**config.mk**
```make
export PLATFORM = sky130hd
export DESIGN_NAME = ahb_decode_mux
export DESIGN_NICKNAME = d
export VERILOG_FILES = /design/src/rtl/ahb_pkg.sv /design/src/rtl/ahb_default_slave.sv /design/src/rtl/ahb_decode_mux.sv
export SDC_FILE = /design/constraint.sdc
export NUM_CORES = 1
export LEC_CHECK = 0
export ABC_CLOCK_PERIOD_IN_PS = 1600
export BUFFER_PORTS_ARGS = -buffer_cell sky130_fd_sc_hd__buf_4
export CORE_AREA = 4 4 79 81
export DETAILED_ROUTE_END_ITERATION = 16
export DIE_AREA = 0 0 83 85
export PLACE_DENSITY = 0.74
export SYNTH_ARGS = -nofsm -noshare
export SYNTH_HDL_FRONTEND = slang
export SYNTH_SLANG_ARGS = --single-unit
```
**constraint.sdc**
```tcl
create_clock -name HCLK -period 1.6 [get_ports HCLK]
set_input_delay 0.32 -clock HCLK [delete_from_list [all_inputs] [get_ports HCLK]]
set_output_delay 0.32 -clock HCLK [all_outputs]
set_load 0.005 [all_outputs]
```
**src/rtl/ahb_pkg.sv**
```systemverilog
// Shared AHB-Lite definitions for the DE2 Cortex-M0 bus fabric: transfer
// and response codes, the data-phase slave index and default slave bases.
package ahb_pkg;

  // HTRANS transfer type codes
  localparam logic [1:0] HTRANS_IDLE   = 2'b00;
  localparam logic [1:0] HTRANS_BUSY   = 2'b01;
  localparam logic [1:0] HTRANS_NONSEQ = 2'b10;
  localparam logic [1:0] HTRANS_SEQ    = 2'b11;

  // HRESP response codes
  localparam logic HRESP_OKAY  = 1'b0;
  localparam logic HRESP_ERROR = 1'b1;

  // Default HADDR[31:16] match values
  localparam logic [15:0] DEF_S0_BASE = 16'h0000;
  localparam logic [15:0] DEF_S1_BASE = 16'h2000;
  localparam logic [15:0] DEF_S2_BASE = 16'h5000;
  localparam logic [15:0] DEF_S3_BASE = 16'h5100;

  // Slave owning the current data phase
  typedef enum logic [2:0] {
    SEL_S0  = 3'd0,
    SEL_S1  = 3'd1,
    SEL_S2  = 3'd2,
    SEL_S3  = 3'd3,
    SEL_DEF = 3'd4
  } slave_sel_e;

  // Default-slave error response states
  typedef enum logic [1:0] {
    DS_IDLE = 2'd0,
    DS_ERR1 = 2'd1,
    DS_ERR2 = 2'd2
  } ds_state_e;

  // NONSEQ and SEQ both carry bit 1 set; IDLE and BUSY need no response
  function automatic logic is_active_trans(input logic [1:0] htrans);
    return htrans[1];
  endfunction

endpackage

```
**src/rtl/ahb_default_slave.sv**
```systemverilog
// Built-in default slave: answers sampled NONSEQ/SEQ transfers to unmapped
// space with the two-cycle AHB ERROR response (wait + final cycle).
module ahb_default_slave
  import ahb_pkg::*;
(
  input  logic HCLK,
  input  logic HRESETn,
  input  logic i_hready,
  input  logic i_unmapped,
  input  logic i_active,
  output logic o_ready,
  output logic o_resp
);

  ds_state_e r_state;
  ds_state_e w_state_nxt;
  logic      r_ready;
  logic      r_resp;
  logic      w_ready_nxt;
  logic      w_resp_nxt;
  logic      w_take;

  // An unmapped access is only accepted when the address phase completes
  assign w_take = i_hready & i_unmapped & i_active;

  // Next state, and the ready/resp values that state will present
  always_comb begin
    w_state_nxt = r_state;
    w_ready_nxt = 1'b1;
    w_resp_nxt  = HRESP_OKAY;
    case (r_state)
      DS_IDLE: begin
        if (w_take) w_state_nxt = DS_ERR1;
        else        w_state_nxt = DS_IDLE;
      end
      DS_ERR1: w_state_nxt = DS_ERR2;
      DS_ERR2: begin
        if (w_take) w_state_nxt = DS_ERR1;
        else        w_state_nxt = DS_IDLE;
      end
      default: w_state_nxt = DS_IDLE;
    endcase
    case (w_state_nxt)
      DS_IDLE: begin
        w_ready_nxt = 1'b1;
        w_resp_nxt  = HRESP_OKAY;
      end
      DS_ERR1: begin
        w_ready_nxt = 1'b0;
        w_resp_nxt  = HRESP_ERROR;
      end
      DS_ERR2: begin
        w_ready_nxt = 1'b1;
        w_resp_nxt  = HRESP_ERROR;
      end
      default: begin
        w_ready_nxt = 1'b1;
        w_resp_nxt  = HRESP_OKAY;
      end
    endcase
  end

  // State and registered outputs; reset forces ready/OKAY at once
  always_ff @(posedge HCLK or negedge HRESETn) begin
    if (!HRESETn) begin
      r_state <= DS_IDLE;
      r_ready <= 1'b1;
      r_resp  <= HRESP_OKAY;
    end else begin
      r_state <= w_state_nxt;
      r_ready <= w_ready_nxt;
      r_resp  <= w_resp_nxt;
    end
  end

  assign o_ready = r_ready;
  assign o_resp  = r_resp;

endmodule

```
**src/rtl/ahb_decode_mux.sv**
```systemverilog
// AHB-Lite address decoder, data-phase read mux and default slave wrapper
// for the single-master DE2 system (program mem, RAM, LED, 7-segment).
module ahb_decode_mux
  import ahb_pkg::*;
#(
  parameter logic [15:0] S0_BASE = DEF_S0_BASE,
  parameter logic [15:0] S1_BASE = DEF_S1_BASE,
  parameter logic [15:0] S2_BASE = DEF_S2_BASE,
  parameter logic [15:0] S3_BASE = DEF_S3_BASE
) (
  input  logic        HCLK,
  input  logic        HRESETn,
  input  logic [31:0] HADDR,
  input  logic [1:0]  HTRANS,
  output logic [3:0]  HSEL_S,
  input  logic [31:0] HRDATA_S0,
  input  logic [31:0] HRDATA_S1,
  input  logic [31:0] HRDATA_S2,
  input  logic [31:0] HRDATA_S3,
  input  logic [3:0]  HREADYOUT_S,
  input  logic [3:0]  HRESP_S,
  output logic        HREADY,
  output logic [31:0] HRDATA,
  output logic        HRESP
);

  slave_sel_e r_sel;
  slave_sel_e w_sel_idx;
  logic [3:0] w_hsel;
  logic       w_unmapped;
  logic       w_ds_ready;
  logic       w_ds_resp;
  logic       w_unused_addr;

  // Only the upper address half takes part in decoding
  assign w_unused_addr = ^{HADDR[15:0], HTRANS[0]};

  // Address-phase decode; lowest matching index wins to stay one-hot
  always_comb begin
    w_hsel    = 4'b0000;
    w_sel_idx = SEL_DEF;
    if (HADDR[31:16] == S0_BASE) begin
      w_hsel    = 4'b0001;
      w_sel_idx = SEL_S0;
    end else if (HADDR[31:16] == S1_BASE) begin
      w_hsel    = 4'b0010;
      w_sel_idx = SEL_S1;
    end else if (HADDR[31:16] == S2_BASE) begin
      w_hsel    = 4'b0100;
      w_sel_idx = SEL_S2;
    end else if (HADDR[31:16] == S3_BASE) begin
      w_hsel    = 4'b1000;
      w_sel_idx = SEL_S3;
    end else begin
      w_hsel    = 4'b0000;
      w_sel_idx = SEL_DEF;
    end
  end

  assign w_unmapped = (w_hsel == 4'b0000);
  assign HSEL_S     = w_hsel;

  // Data-phase owner advances only when the previous transfer completes
  always_ff @(posedge HCLK or negedge HRESETn) begin
    if (!HRESETn) begin
      r_sel <= SEL_DEF;
    end else if (HREADY) begin
      r_sel <= w_sel_idx;
    end else begin
      r_sel <= r_sel;
    end
  end

  ahb_default_slave u_default_slave (
    .HCLK       (HCLK),
    .HRESETn    (HRESETn),
    .i_hready   (HREADY),
    .i_unmapped (w_unmapped),
    .i_active   (is_active_trans(HTRANS)),
    .o_ready    (w_ds_ready),
    .o_resp     (w_ds_resp)
  );

  // Return path mux; slave wait states pass straight through
  always_comb begin
    HRDATA = 32'h0000_0000;
    HREADY = w_ds_ready;
    HRESP  = w_ds_resp;
    case (r_sel)
      SEL_S0: begin
        HRDATA = HRDATA_S0;
        HREADY = HREADYOUT_S[0];
        HRESP  = HRESP_S[0];
      end
      SEL_S1: begin
        HRDATA = HRDATA_S1;
        HREADY = HREADYOUT_S[1];
        HRESP  = HRESP_S[1];
      end
      SEL_S2: begin
        HRDATA = HRDATA_S2;
        HREADY = HREADYOUT_S[2];
        HRESP  = HRESP_S[2];
      end
      SEL_S3: begin
        HRDATA = HRDATA_S3;
        HREADY = HREADYOUT_S[3];
        HRESP  = HRESP_S[3];
      end
      SEL_DEF: begin
        HRDATA = 32'h0000_0000;
        HREADY = w_ds_ready;
        HRESP  = w_ds_resp;
      end
      default: begin
        HRDATA = 32'h0000_0000;
        HREADY = w_ds_ready;
        HRESP  = w_ds_resp;
      end
    endcase
  end

endmodule

```
# Word-level counts from Yosys, hierarchy flattened
# Cells that the tools add are included.
[totals]
output_inout_bits = 38
inputBits = 172
word_cells = 37
ff_bits = 7
[op_classes]
n_eq_ne = 10
reduce_logical = 6
bitwise = 2
mux = 15
[op_table]
columns = ["operator", "n"]
rows = [
  ["$pmux W32 S4", 1],
  ["$eq A16 B15 Y1 const B", 2],
  ["$eq A16 B14 Y1 const B", 1],
  ["$logic_not A16 Y1", 1],
  ["$mux W4", 4],
  ["$mux W3", 4],
  ["$pmux W1 S4", 2],
  ["$eq A3 B2 Y1 const B", 2],
  ["$eq A2 B1 Y1 const B", 2],
  ["$eq A2 B2 Y1 const B", 2],
  ["$logic_not A4 Y1", 1],
  ["$pmux W2 S2", 1],
  ["$reduce_or A2 Y1", 2],
  ["$eq A3 B1 Y1 const B", 1],
  ["$logic_not A3 Y1", 1],
  ["$mux W1", 3],
  ["$and A1 B1 Y1", 2],
  ["$logic_not A2 Y1", 1],
]

# Logic depth before layout (Yosys ltp)
[logic_depth]
ltp_word = 13
ltp_mapped = 8
mapped_depth_nobuf = 6

# Hierarchy
# A second synthesis with hierarchy kept.
[unflattened]
hier_cells = 129
hier_area_um2 = 1266.2
[modules_own_cells]
columns = ["mod", "seq_area_each_um2", "n_inst", "area_per_inst_um2", "cells_per_inst"]
rows = [
  ["ahb_decode_mux", 76.3, 1, 1122.3, 119],
  ["ahb_default_slave", 101.3, 1, 143.9, 10],
]

# Worst setup path after synthesis
# No wires, ideal clock.
[synth_timing]
kind = "reg-to-reg"
from = "register r_sel[2]"
to = "register u_default_slave.r_resp (netlist: u_default_slave.o_resp)"
setup_ns = 0.063
stages_incl_launch_ff = 8
setup_slack_ns = -0.151
n_path_buf = 1
t_arrival_ns = 1.688
synth_period_minus_slack_ns = 1.751
t_required_ns = 1.537
cell_sequence = "dfstp_2 and3b_1 buf_2 inv_2 o221ai_4 nor4b_2 ha_1 inv_1"
[synth_between]
elab_chain_len = 9
elab_cells_between_ends = 13
cone_classes = "eq/ne (5); mux (4); bitwise (2); reduce/logical (2)"
[synth_rtl]
columns = ["item", "line", "text"]
rows = [
  ["from (decl)", "ahb_decode_mux.sv:27", "slave_sel_e r_sel;"],
  ["from (signal assigned)", "ahb_decode_mux.sv:68", "r_sel <= w_sel_idx;"],
  ["from (signal assigned)", "ahb_decode_mux.sv:70", "r_sel <= r_sel;"],
  ["$eq A3 B2 Y1 (tied with other cells)", "ahb_decode_mux.sv:89", "case (r_sel)"],
  ["$pmux W1 S4 *", "ahb_decode_mux.sv:89", ""],
  ["$and A1 B1 Y1 * (2 in a row)", "ahb_default_slave.sv:24", "assign w_take = i_hready & i_unmapped & i_active;"],
  ["$mux W1 *", "ahb_default_slave.sv:33, ahb_default_slave.sv:38", ""],
  ["$pmux W2 S2 *", "ahb_default_slave.sv:31", "case (r_state)"],
  ["named net u_default_slave.w_state_nxt[0]", "ahb_default_slave.sv:16", "ds_state_e w_state_nxt;"],
  ["$eq A2 B1 Y1 or $eq A2 B2 Y1 (tied branches)", "ahb_default_slave.sv:43", "case (w_state_nxt)"],
  ["$reduce_or A2 Y1 (no line) *", "--", ""],
  ["$mux W1 *", "ahb_default_slave.sv:43", ""],
  ["named net u_default_slave.w_resp_nxt", "ahb_default_slave.sv:20", "logic w_resp_nxt;"],
  ["to (signal assigned)", "ahb_default_slave.sv:72", "r_resp <= w_resp_nxt;"],
  ["to (decl)", "ahb_default_slave.sv:18", "logic r_resp;"],
]
# Mark *: on every way through the listed nets, which the timed path passes. The rest lies on a longest branch.
# A chain may end at the register's enable or synchronous reset.

# Final worst setup path
[layout_timing]
from = "register r_sel[0]"
to = "output port HRESP"
[layout_between]
elab_chain_len = 2
elab_cells_between_ends = 5
cone_classes = "eq/ne (3); mux (1); reduce/logical (1)"
[layout_rtl]
columns = ["item", "line", "text"]
rows = [
  ["$eq A3 B2 Y1 (tied with other cells)", "ahb_decode_mux.sv:89", ""],
  ["$pmux W1 S4 *", "ahb_decode_mux.sv:89", ""],
  ["to (decl)", "ahb_decode_mux.sv:24", "output logic HRESP"],
]
# Every way passes the cells marked *; elsewhere a longest branch is shown, timed or not.

==> qor.txt <==
Status - complete, but fails checks
Failing checks - negative setup slack
RSZ-0062 raised after global routing - true
Max_slew headroom - 74.90%
Power Internal - 1.240 mW
Total Nets Final - 538
Worst-skew pair later-pin latency - 0.22 ns
Crit end category - primary output
Tcrit/Tclk final - 119.3%
Worst-path cell chain - mux4_2 > mux2_4 > buf_6
Peak VDD IR - 0.5416 mV
Die Span Y - 85 um
Core box area - 5473 sq um
Starting Density - 20.78%
Async set-reset flop share out of synthesis - 100.0%
# DRC - 0
Share of cells above drive strength 1 - 72.80%
Reg2reg end - u_default_slave.o_resp
Final instance area - 3192 sq um
Power Density - 578.8 nW/um^2
Top post-synthesis cells by area - a22oi_1 43%, dfrtp_1 11%, nand2_1 11%
CP Class - reg2out
Drt via density - 4.844
Leakage power - 1.633 nW
Die X - 83 um
First-pass GRT wire length - 9.846 mm
Pin count of the biggest net entering global routing - 22
Post-synthesis mux area share - 6.711%
Tot Pwr - 1.847 mW
Antenna cells - 0
CP Launch Type - flop
Via count - 2112
Total GRT Usage - 16.56%
Seq cells post-synth - 7
Sink Count - 7
R2r setup slk - -0.19 ns
Number of fill cells - 475
Sequential standard cell area - 180.2 sq um
Main combinational cell family by area after synthesis - compound AO/OA/AOI/OAI gates
Final hold violation count - 0
Hold Startpoint - HTRANS[1]
Final WS setup - -0.3089 ns
Hold EP - u_default_slave.r_state[0]
Post-Synth XOR/XNOR Area - 0%
Post-synth EDFFs - 0
Multi-input gate area - 1099 sq um
Final setup viols - 41
Port buffer count - 192
Number of global-route vias before repair - 2165
Clock tree buffer depth - 2
Critical path's largest stage delay - 0.52 ns
Final slew viol count - 0
Post-Place Cell Area - 2814 sq um
Die ar. - 7055 sq um
Worst Hold Class - in2reg
Worst-path maximum fanout - 7
Worst EP arrival - 1.59 ns
NetSw - 0.6074 mW
Reg power frac - 14.4%
Placer's final routability congestion estimate - 0.8093
Req. time, crit path - 1.28 ns
Net Count, Synth - 330
Post-synth top flop - dfrtp_1
Gate Count Post-Synth - 157
Initial DRC count - 96
Post-route clock skew - 0.0005665 ns
Switching Share - 32.88%
YS warnings - 0
Most frequent cell after synthesis - a22oi_1
Post-synthesis cell type count - 25
Row count - 27
Syn Area/Cell - 7.244 sq um
Max Freq - 523.9 MHz
H-tree Lvls - 1
CTS tree - done
TritonRoute pass-1 iters - 5
R2r startpoint - r_sel[2]
Setup TNS - -10.12 ns
Synth Area in Compound Gates - 45.65%
Gr ovfl total - 0
Area grow syn2layout - 180.6%
Post-DP HPWL - 5.199 mm
Worst hold slack - 0.3752 ns
Cell taking the most area after synthesis - a22oi_1
Worst slew pin tran - 0.3745 ns
Max Cap Viol - 0
Wire length per cell - 15.66 um
CTS root buf - clkbuf_8
Clk pwr share - 13.2%
Routed WL - 6.829 mm
Post-synth top cells - 65 x a22oi_1, 32 x nand2_1, 8 x clkbuf_1
Cts bufs inserted - 3
Depth of the worst register-to-register path - 7
Final min period - 1.909 ns
Area of the mapped netlist - 1137 sq um
Synth Area in Adders - 1.100%
Initial antenna violation count - 0
Seq/Total Area, Yosys - 15.62%
Slowest-stage cell, CP - mux4_2
Remaining antenna violation count - 0
Worst Hold Depth - 2
Num ports - 210
Yosys top cell area share - 42.90%
Fin util - 58.32%
Logic pwr share - 72.3%
Synth Area in Simple Gates - 22.88%
Reg clk slew, reported paths - 0.04 ns
[registers in the layout, indices dropped and copies added, names as in the netlist]
register,flops
u_default_slave.r_state,2
u_default_slave.o_ready,1
r_sel,3
u_default_slave.o_resp,1
[cells by family after synthesis]
family,Yosys count
multiplexers,6
buffers and inverters,22
AO/OA/AOI/OAI,67
adder cells (fa/ha/maj),1
AND/OR/NAND/NOR,54
flip-flops,7
[through the flow]
stage | std cells | setup WS [ns]
3_5_place_dp | 425 | -0.1604
2_1_floorplan | 157 | -0.1372
6_report | 436 | -0.3089
3_3_place_gp | 425 | -0.1458
4_1_cts | 434 | -0.3073
5_1_grt | 436 | -0.3787
[power by group through the flow]
stage / clock (mW) / combinational [mW] / sequential, mW
finish: 0.244 / 1.34 / 0.267
global route: 0.257 / 1.44 / 0.273
CTS: 0.251 / 1.26 / 0.267
detailed placement: 0 / 1.18 / 0.265
global placement: 0 / 1.16 / 0.262
floorplan: 0 / 0.396 / 0.270
[critical path, delay by kind of cell (launching register included)]
kind | cells | cell delay (ns)
buffers and inverters | 1 | 0.12
DFF | 1 | 0.44
muxes | 2 | 0.81
[layout make-up]
type / count / area share, %
clock buffers: 4 / 1.411
inverters: 7 / 0.9016
multi-input cells: 128 / 34.42
repair buffers: 218 / 54.80
well taps: 72 / 2.822
flip-flops and latches: 7 / 5.645
[cell usage in the layout (no fill, tap or decap), types with 2 or more instances in the layout]
cell and instances:
buf_4 198, mux2_4 3, dfstp_2 2, nor3_2 3
nor3b_2 3, buf_6 14, nor2_1 4, a22oi_2 16
clkbuf_8 3, a22oi_1 49, nor4_4 3, buf_12 4
dfrtp_2 2, nand2_1 32, nand2b_1 2, dfrtp_1 3
inv_1 4, inv_2 2
[layer usage]
layer | vias to the layer above | global-route usage (%) | wire length, um
met5 | - | 0 | 0
met4 | 0 | 3.120 | 23
met3 | 2 | 4.854 | 639
met2 | 102 | 33.60 | 3891
met1 | 982 | 16.61 | 2274
li1 | 1026 | - | -
[timing repair]
action / CTS / global route
hold endpoints to repair: 5 / 0
resized for setup: 34 / 24
setup buffers: 4 / 3
endpoints found under the setup margin: 42 / 43
hold buffers: 1 / 0
pin swaps: 7 / 8
[worst max-delay path by stage]
stage                   from                      to  slack [ns]  depth (start not counted)
floorplan           r_sel[2]  u_default_slave.o_resp       -0.14                          7
finish              r_sel[0]                   HRESP       -0.31                          3
detailed placement  r_sel[0]                   HRESP       -0.16                          3
global placement    r_sel[0]                   HRESP       -0.15                          3
global route        r_sel[0]                  HREADY       -0.38                          7
CTS                 r_sel[0]                   HRESP       -0.31                          3
No activity file was read; power rests on OpenSTA's default activity.
